File: src/rtl/bin_list_walker_if.sv
// Bundle of walk request, bin list heads, geometry memory and triangle stream signals.
// master = the walker itself, slave = the surrounding binning/raster logic.
interface bin_list_walker_if #(
    parameter int binBits      = 4,
    parameter int numBinsSideX = 8,
    parameter int numBinsSideY = 8
);
    logic                                           startWalk;
    logic [binBits-1:0]                             binX;
    logic [binBits-1:0]                             binY;
    logic                                           doneBinning;
    logic [numBinsSideX-1:0][numBinsSideY-1:0][11:0] listRegisters;
    logic [11:0]                                    binMemoryReadAddress;
    logic [143:0]                                   binMemoryQ;
    logic [131:0]                                   triData;
    logic                                           triValid;
    logic                                           triReady;
    logic                                           binBusy;
    logic                                           binDone;
    logic                                           walkAborted;
    logic                                           walkError;
    logic [11:0]                                    triCount;

    modport master (
        input  startWalk, binX, binY, doneBinning, listRegisters, binMemoryQ, triReady,
        output binMemoryReadAddress, triData, triValid, binBusy, binDone,
               walkAborted, walkError, triCount
    );

    modport slave (
        output startWalk, binX, binY, doneBinning, listRegisters, binMemoryQ, triReady,
        input  binMemoryReadAddress, triData, triValid, binBusy, binDone,
               walkAborted, walkError, triCount
    );
endinterface

File: src/rtl/bin_list_walker.sv
// Walks the linked list of triangles stored for one screen bin and streams each
// triangle record out over a valid/ready handshake.
module bin_list_walker #(
    parameter int binBits      = 4,
    parameter int numBinsSideX = 8,
    parameter int numBinsSideY = 8
) (
    input logic                   BOARD_CLK,
    input logic                   RESET_N,
    bin_list_walker_if.master     walkBus
);

    typedef enum logic [2:0] {
        IDLE,
        READ,
        LATCH,
        PRESENT,
        DONE
    } walkState_t;

    // Reaching this count on a handshake means the list is almost certainly cyclic.
    localparam logic [11:0] GUARD_LAST = 12'd4094;

    walkState_t   r_state;
    logic [11:0]  r_readAddr;
    logic [11:0]  r_nextPtr;
    logic [131:0] r_triData;
    logic         r_triValid;
    logic         r_binBusy;
    logic         r_binDone;
    logic         r_walkAborted;
    logic         r_walkError;
    logic [11:0]  r_triCount;

    logic [11:0]  w_headAddr;
    logic         w_handshake;
    logic         w_abort;

    // Out-of-range coordinates fall through to the default and read as an empty bin.
    always_comb begin
        w_headAddr = '0;
        for (int x = 0; x < numBinsSideX; x++) begin
            for (int y = 0; y < numBinsSideY; y++) begin
                if (walkBus.binX == binBits'(x) && walkBus.binY == binBits'(y)) begin
                    w_headAddr = walkBus.listRegisters[x][y];
                end
            end
        end
    end

    assign w_handshake = (r_state == PRESENT) && walkBus.triReady;
    assign w_abort     = r_binBusy && !walkBus.doneBinning;

    always_ff @(posedge BOARD_CLK or negedge RESET_N) begin
        if (!RESET_N) begin
            r_state       <= IDLE;
            r_readAddr    <= '0;
            r_nextPtr     <= '0;
            r_triData     <= '0;
            r_triValid    <= 1'b0;
            r_binBusy     <= 1'b0;
            r_binDone     <= 1'b0;
            r_walkAborted <= 1'b0;
            r_walkError   <= 1'b0;
            r_triCount    <= '0;
        end else begin
            r_binDone     <= 1'b0;
            r_walkAborted <= 1'b0;

            // A handshake still counts when an abort lands on the same edge.
            if (w_handshake) begin
                r_triCount <= r_triCount + 12'd1;
            end

            if (w_abort) begin
                r_state       <= IDLE;
                r_triValid    <= 1'b0;
                r_binBusy     <= 1'b0;
                r_walkAborted <= 1'b1;
            end else begin
                case (r_state)
                    IDLE: begin
                        if (walkBus.startWalk && walkBus.doneBinning) begin
                            r_triCount  <= '0;
                            r_walkError <= 1'b0;
                            r_binBusy   <= 1'b1;
                            if (w_headAddr == 12'd0) begin
                                r_state <= DONE;
                            end else begin
                                r_readAddr <= w_headAddr;
                                r_state    <= READ;
                            end
                        end
                    end
                    READ: begin
                        r_state <= LATCH;
                    end
                    LATCH: begin
                        r_triData  <= walkBus.binMemoryQ[131:0];
                        r_nextPtr  <= walkBus.binMemoryQ[143:132];
                        r_triValid <= 1'b1;
                        r_state    <= PRESENT;
                    end
                    PRESENT: begin
                        if (walkBus.triReady) begin
                            r_triValid <= 1'b0;
                            if (r_triCount == GUARD_LAST) begin
                                r_walkError <= 1'b1;
                                r_state     <= DONE;
                            end else if (r_nextPtr == 12'd0) begin
                                r_state <= DONE;
                            end else begin
                                r_readAddr <= r_nextPtr;
                                r_state    <= READ;
                            end
                        end
                    end
                    DONE: begin
                        r_binDone <= 1'b1;
                        r_binBusy <= 1'b0;
                        r_state   <= IDLE;
                    end
                    default: begin
                        r_state <= IDLE;
                    end
                endcase
            end
        end
    end

    assign walkBus.binMemoryReadAddress = r_readAddr;
    assign walkBus.triData              = r_triData;
    assign walkBus.triValid             = r_triValid;
    assign walkBus.binBusy              = r_binBusy;
    assign walkBus.binDone              = r_binDone;
    assign walkBus.walkAborted          = r_walkAborted;
    assign walkBus.walkError            = r_walkError;
    assign walkBus.triCount             = r_triCount;

endmodule

File: src/flat_wrapper.sv
// flat-port wrapper written by rule: the top's interface ports become plain ports
module bin_list_walker_flat 
#(
    parameter int binBits      = 4,
    parameter int numBinsSideX = 8,
    parameter int numBinsSideY = 8
)
  (BOARD_CLK, RESET_N, walkBus_startWalk, walkBus_binX, walkBus_binY, walkBus_doneBinning, walkBus_listRegisters, walkBus_binMemoryQ, walkBus_triReady, walkBus_binMemoryReadAddress, walkBus_triData, walkBus_triValid, walkBus_binBusy, walkBus_binDone, walkBus_walkAborted, walkBus_walkError, walkBus_triCount);
  bin_list_walker_if #(.binBits(binBits), .numBinsSideX(numBinsSideX), .numBinsSideY(numBinsSideY)) walkBus_i ();
  input logic BOARD_CLK;
  input logic RESET_N;
  input wire logic [$bits(walkBus_i.startWalk)-1:0] walkBus_startWalk;
  input wire logic [$bits(walkBus_i.binX)-1:0] walkBus_binX;
  input wire logic [$bits(walkBus_i.binY)-1:0] walkBus_binY;
  input wire logic [$bits(walkBus_i.doneBinning)-1:0] walkBus_doneBinning;
  input wire logic [$bits(walkBus_i.listRegisters)-1:0] walkBus_listRegisters;
  input wire logic [$bits(walkBus_i.binMemoryQ)-1:0] walkBus_binMemoryQ;
  input wire logic [$bits(walkBus_i.triReady)-1:0] walkBus_triReady;
  output wire logic [$bits(walkBus_i.binMemoryReadAddress)-1:0] walkBus_binMemoryReadAddress;
  output wire logic [$bits(walkBus_i.triData)-1:0] walkBus_triData;
  output wire logic [$bits(walkBus_i.triValid)-1:0] walkBus_triValid;
  output wire logic [$bits(walkBus_i.binBusy)-1:0] walkBus_binBusy;
  output wire logic [$bits(walkBus_i.binDone)-1:0] walkBus_binDone;
  output wire logic [$bits(walkBus_i.walkAborted)-1:0] walkBus_walkAborted;
  output wire logic [$bits(walkBus_i.walkError)-1:0] walkBus_walkError;
  output wire logic [$bits(walkBus_i.triCount)-1:0] walkBus_triCount;
  assign walkBus_i.startWalk = walkBus_startWalk;
  assign walkBus_i.binX = walkBus_binX;
  assign walkBus_i.binY = walkBus_binY;
  assign walkBus_i.doneBinning = walkBus_doneBinning;
  assign walkBus_i.listRegisters = walkBus_listRegisters;
  assign walkBus_i.binMemoryQ = walkBus_binMemoryQ;
  assign walkBus_i.triReady = walkBus_triReady;
  assign walkBus_binMemoryReadAddress = walkBus_i.binMemoryReadAddress;
  assign walkBus_triData = walkBus_i.triData;
  assign walkBus_triValid = walkBus_i.triValid;
  assign walkBus_binBusy = walkBus_i.binBusy;
  assign walkBus_binDone = walkBus_i.binDone;
  assign walkBus_walkAborted = walkBus_i.walkAborted;
  assign walkBus_walkError = walkBus_i.walkError;
  assign walkBus_triCount = walkBus_i.triCount;
  bin_list_walker #(.binBits(binBits), .numBinsSideX(numBinsSideX), .numBinsSideY(numBinsSideY)) u_core (.BOARD_CLK(BOARD_CLK), .RESET_N(RESET_N), .walkBus(walkBus_i));
endmodule
File: config.mk
export PLATFORM = sky130hd
export DESIGN_NAME = bin_list_walker_flat
export DESIGN_NICKNAME = d
export VERILOG_FILES = /design/src/rtl/bin_list_walker_if.sv /design/src/rtl/bin_list_walker.sv /design/src/flat_wrapper.sv
export SDC_FILE = /design/constraint.sdc
export NUM_CORES = 1
export LEC_CHECK = 0
export ABC_CLOCK_PERIOD_IN_PS = 7100
export CAP_MARGIN = 20
export CORE_AREA = 2 2 419 421
export CTS_BUF_LIST = sky130_fd_sc_hd__clkbuf_8 sky130_fd_sc_hd__clkbuf_16
export DETAILED_ROUTE_END_ITERATION = 6
export DIE_AREA = 0 0 421 423
export GPL_ROUTABILITY_DRIVEN = 0
export PLACE_DENSITY = 0.34
export SLEW_MARGIN = 30
export SYNTH_ARGS = -nofsm -noshare
export SYNTH_HDL_FRONTEND = slang
export SYNTH_SLANG_ARGS = --single-unit
File: constraint.sdc
create_clock -name BOARD_CLK -period 7.1 [get_ports BOARD_CLK]
set_input_delay 1.42 -clock BOARD_CLK [delete_from_list [all_inputs] [get_ports BOARD_CLK]]
set_output_delay 1.42 -clock BOARD_CLK [all_outputs]
set_load 0.01 [all_outputs]
==> out/results.tsv <==
stage	metric	value	unit
status	status	complete, no violations	
sta	rsz0062_at_grt	false	
critical_path	crit_arrival	6800	ps
detailed_routing	drcViolationCount	0	
detailed_routing	wl_per_cell	40.46	um
sta	hold_viol_final	0	
sta	fmax	0.1550	GHz
clocking	cts.path.max_buffers	2	
sta	finalMaxSlewViolations	0	
sta	worst_slack	647.2	ps
synth	synth-edff-count	0	
synth	netlist_instances	1923	
flow_run	max-cap-violations	0	
floorplan	num_rows	153	
critical_path	crit_slowest_cell	clkdlybuf4s50_1	
synth	async_flop_share	1.000	
synth	syn_area_per_cell	8.683	um2
synth	ys_seq_area_frac	0.2638	
sta	finalSetupViolations	0	
sta	finClkSkew	25.90	ps
sta	fin_crit_sh	0.9088	
floorplan	dieHeight	423	um
sta	relSlewSlack	0.1644	
critical_path	path_cells	clkdlybuf4s50_1 > and4bb_2 > nand2_1 > o221ai_1 > nor4_1 > o211ai_1 > a31oi_1 > a21oi_1 > nand4b_1 > o21ai_2 > buf_4 > mux2_1	
synth	synth_top_flop_cell	dfrtp_1	
critical_path	crit_start	walkBus_binX[3]	
clocking	hold_buffers	0	
clocking	cts.htree.levels	4	
clocking	cts_tree	done	
layout	final_cells	5362	
clocking	clkTransAtPathRegs	90	ps
clocking	cts_setup_buffers	0	
worst_hold_path	hp-start	u_core.walkBus.binMemoryReadAddress[5]$_DFFE_PN0P_	
layout	drive_gt1_frac	0.1463	
sta	setup_tns	0	ps
global_route	grt_max_degree	128	
clocking	worstSkewPairLatency	480	ps
place	place_area	30740	um2
global_route	track_usage	0.2332	
detailed_routing	vias	23569	
global_route	grt_pass1_vias	24022	
critical_path	end_kind	flop	
place	dpl_worst_slack	489.6	ps
pwr	ir_worst_vdd	0.2938	mV
sta	worst_pin_slew	1242	ps
synth	synth_area	16700	um2
global_route	grt_pass1_wl	271700	um
critical_path	critical_path_class	primary input to flop	
layout	final_nets	3914	
floorplan	die_area	178100	um2
floorplan	core	173200	um2
critical_path	cp.required	7450	ps
critical_path	critPathMaxFanout	19	
critical_path	crit_path_max_incr_delay	1140	ps
clocking	numCtsBuffers	17	
pwr	p_leak	11.10	nW
layout	utilization	0.1815	
layout	layout_commonest_cell	clkdlybuf4s50_1	
synth	synth-seq-cells	176	
layout	final_cell_mix	1,080 x clkdlybuf4s50_1, 186 x mux2_2, 176 x dfrtp_1	
critical_path	timing.rr.start	u_core.r_state[2]$_DFFE_PN0P_	
pwr	power.density	213.1	nW/um2
detailed_routing	routed_wl	216900	um
synth	synth.distinct_cells	103	
clocking	cts_resized	0	
synth	synth_warnings	0	
place	dp_cells	5293	
detailed_routing	drt_iter0_markers	2263	
layout	finalInstanceArea	31450	um2
floorplan	ios	1086	
place	dpl.hpwl	187600	um
clocking	clock-root-buffer	clkbuf_16	
layout	area_growth	88.33	%
global_route	overflow	0	
place	portBuffers	1085	
clocking	cts.sinks	176	
floorplan	initial_utilization	0.09638	
detailed_routing	viasPerCell	4.396	
floorplan	die_x	421	um
sta	period_minus_slack	6453	ps
detailed_routing	ant_nets	0	
critical_path	cp-start-kind	primary input	
global_route	antenna_found_initial	133	
worst_hold_path	hp-class	flop to flop	
detailed_routing	firstDrtPassIters	6	
synth	syn-num-nets	2850	
layer usage:
metal  wire length [um]  up-vias  global-route usage
met3              12820      517             0.04655
met2             112600     1571              0.4312
met4              14450       30              0.1359
met5                203        -                   0
met1              76870    11780              0.2433
li1                   -     9671                   -
per-stage QoR:
step,hold WS [ps],power [mW]
6_report,503.2,6.702
2_1_floorplan,503.6,3.245
3_5_place_dp,487.2,5.737
4_1_cts,509.1,6.835
5_1_grt,519.7,7.043
3_3_place_gp,484.4,5.763
sequential cells by signal, summed over array words and instances, names as in the netlist:
signal,count
u_core.walkBus.triCount,12
u_core.walkBus.walkError,1
u_core.walkBus.walkAborted,1
u_core.r_nextPtr,12
u_core.walkBus.binMemoryReadAddress,12
u_core.r_state,3
u_core.walkBus.triValid,1
u_core.walkBus.binBusy,1
u_core.walkBus.triData,132
u_core.walkBus.binDone,1
power breakdown:
part | total (mW) | internal [mW] | switching, mW
Sequential | 1.81 | 1.49 | 0.315
Clock | 1.02 | 0.489 | 0.530
Combinational | 3.88 | 2.00 | 1.87
Total | 6.70 | 3.98 | 2.72
cell families (layout without fill, tap and decap cells):
logic type | after synthesis | after routing | share of synthesized area
other cells | 0 | 37 | 0
buf+inv | 204 | 1281 | 0.06886
fa+ha+maj | 2 | 2 | 0.001498
xor+xnor | 11 | 11 | 0.005770
mux | 284 | 284 | 0.1863
flops | 176 | 176 | 0.2638
simple gates | 542 | 542 | 0.1813
compound gates | 704 | 704 | 0.2925
final cells by class:
cell class	instances	area, um2
tap	2325	2909
inverter	9	33.78
fill	19512	141800
clock buffer	18	439.2
clock inverter	14	178.9
sequential	176	4404
antenna	37	92.59
multi-input combinational	1543	11290
timing repair buffer	1240	12100
cell usage after synthesis (21+ instances only):
master / instances / area (um2)
mux2i_1: 88 / 880.8
a21oi_1: 143 / 715.7
o221ai_1: 21 / 183.9
nor3_1: 33 / 165.2
o22ai_1: 68 / 425.4
nor2b_1: 36 / 225.2
dfrtp_1: 176 / 4404
buf_2: 57 / 285.3
nor2_1: 139 / 521.8
nand2_1: 120 / 450.4
mux2_2: 186 / 2095
buf_4: 36 / 270.3
nand2b_1: 23 / 143.9
o211ai_1: 27 / 202.7
a22oi_1: 44 / 330.3
buf_6: 22 / 247.7
a31oi_1: 21 / 131.4
clkbuf_1: 73 / 274.0
nand3_1: 41 / 205.2
o21ai_0: 116 / 580.6
a211oi_1: 37 / 277.8
path summary, 6_finish.rpt:
kind                                                                 endpoint  cells past startpoint  slack (ps)
max                        u_core.walkBus.binMemoryReadAddress[3]$_DFFE_PN0P_                     12         650
min in group asynchronous              u_core.walkBus.triData[74]$_DFFE_PN0P_                      1        1010
max reg2reg                u_core.walkBus.binMemoryReadAddress[3]$_DFFE_PN0P_                      7        4330
min reg2reg                u_core.walkBus.binMemoryReadAddress[5]$_DFFE_PN0P_                      1         500
min                        u_core.walkBus.binMemoryReadAddress[5]$_DFFE_PN0P_                      1         500
max in group asynchronous              u_core.walkBus.triData[99]$_DFFE_PN0P_                      2        4730
worst max-delay path: cells and delay by family:
family | cells | cell delay [ps]
compound gates | 5 | 1420
buf+inv | 2 | 1330
simple gates | 4 | 2290
mux | 1 | 310
Note: power is estimated with default switching activity, not from simulation.
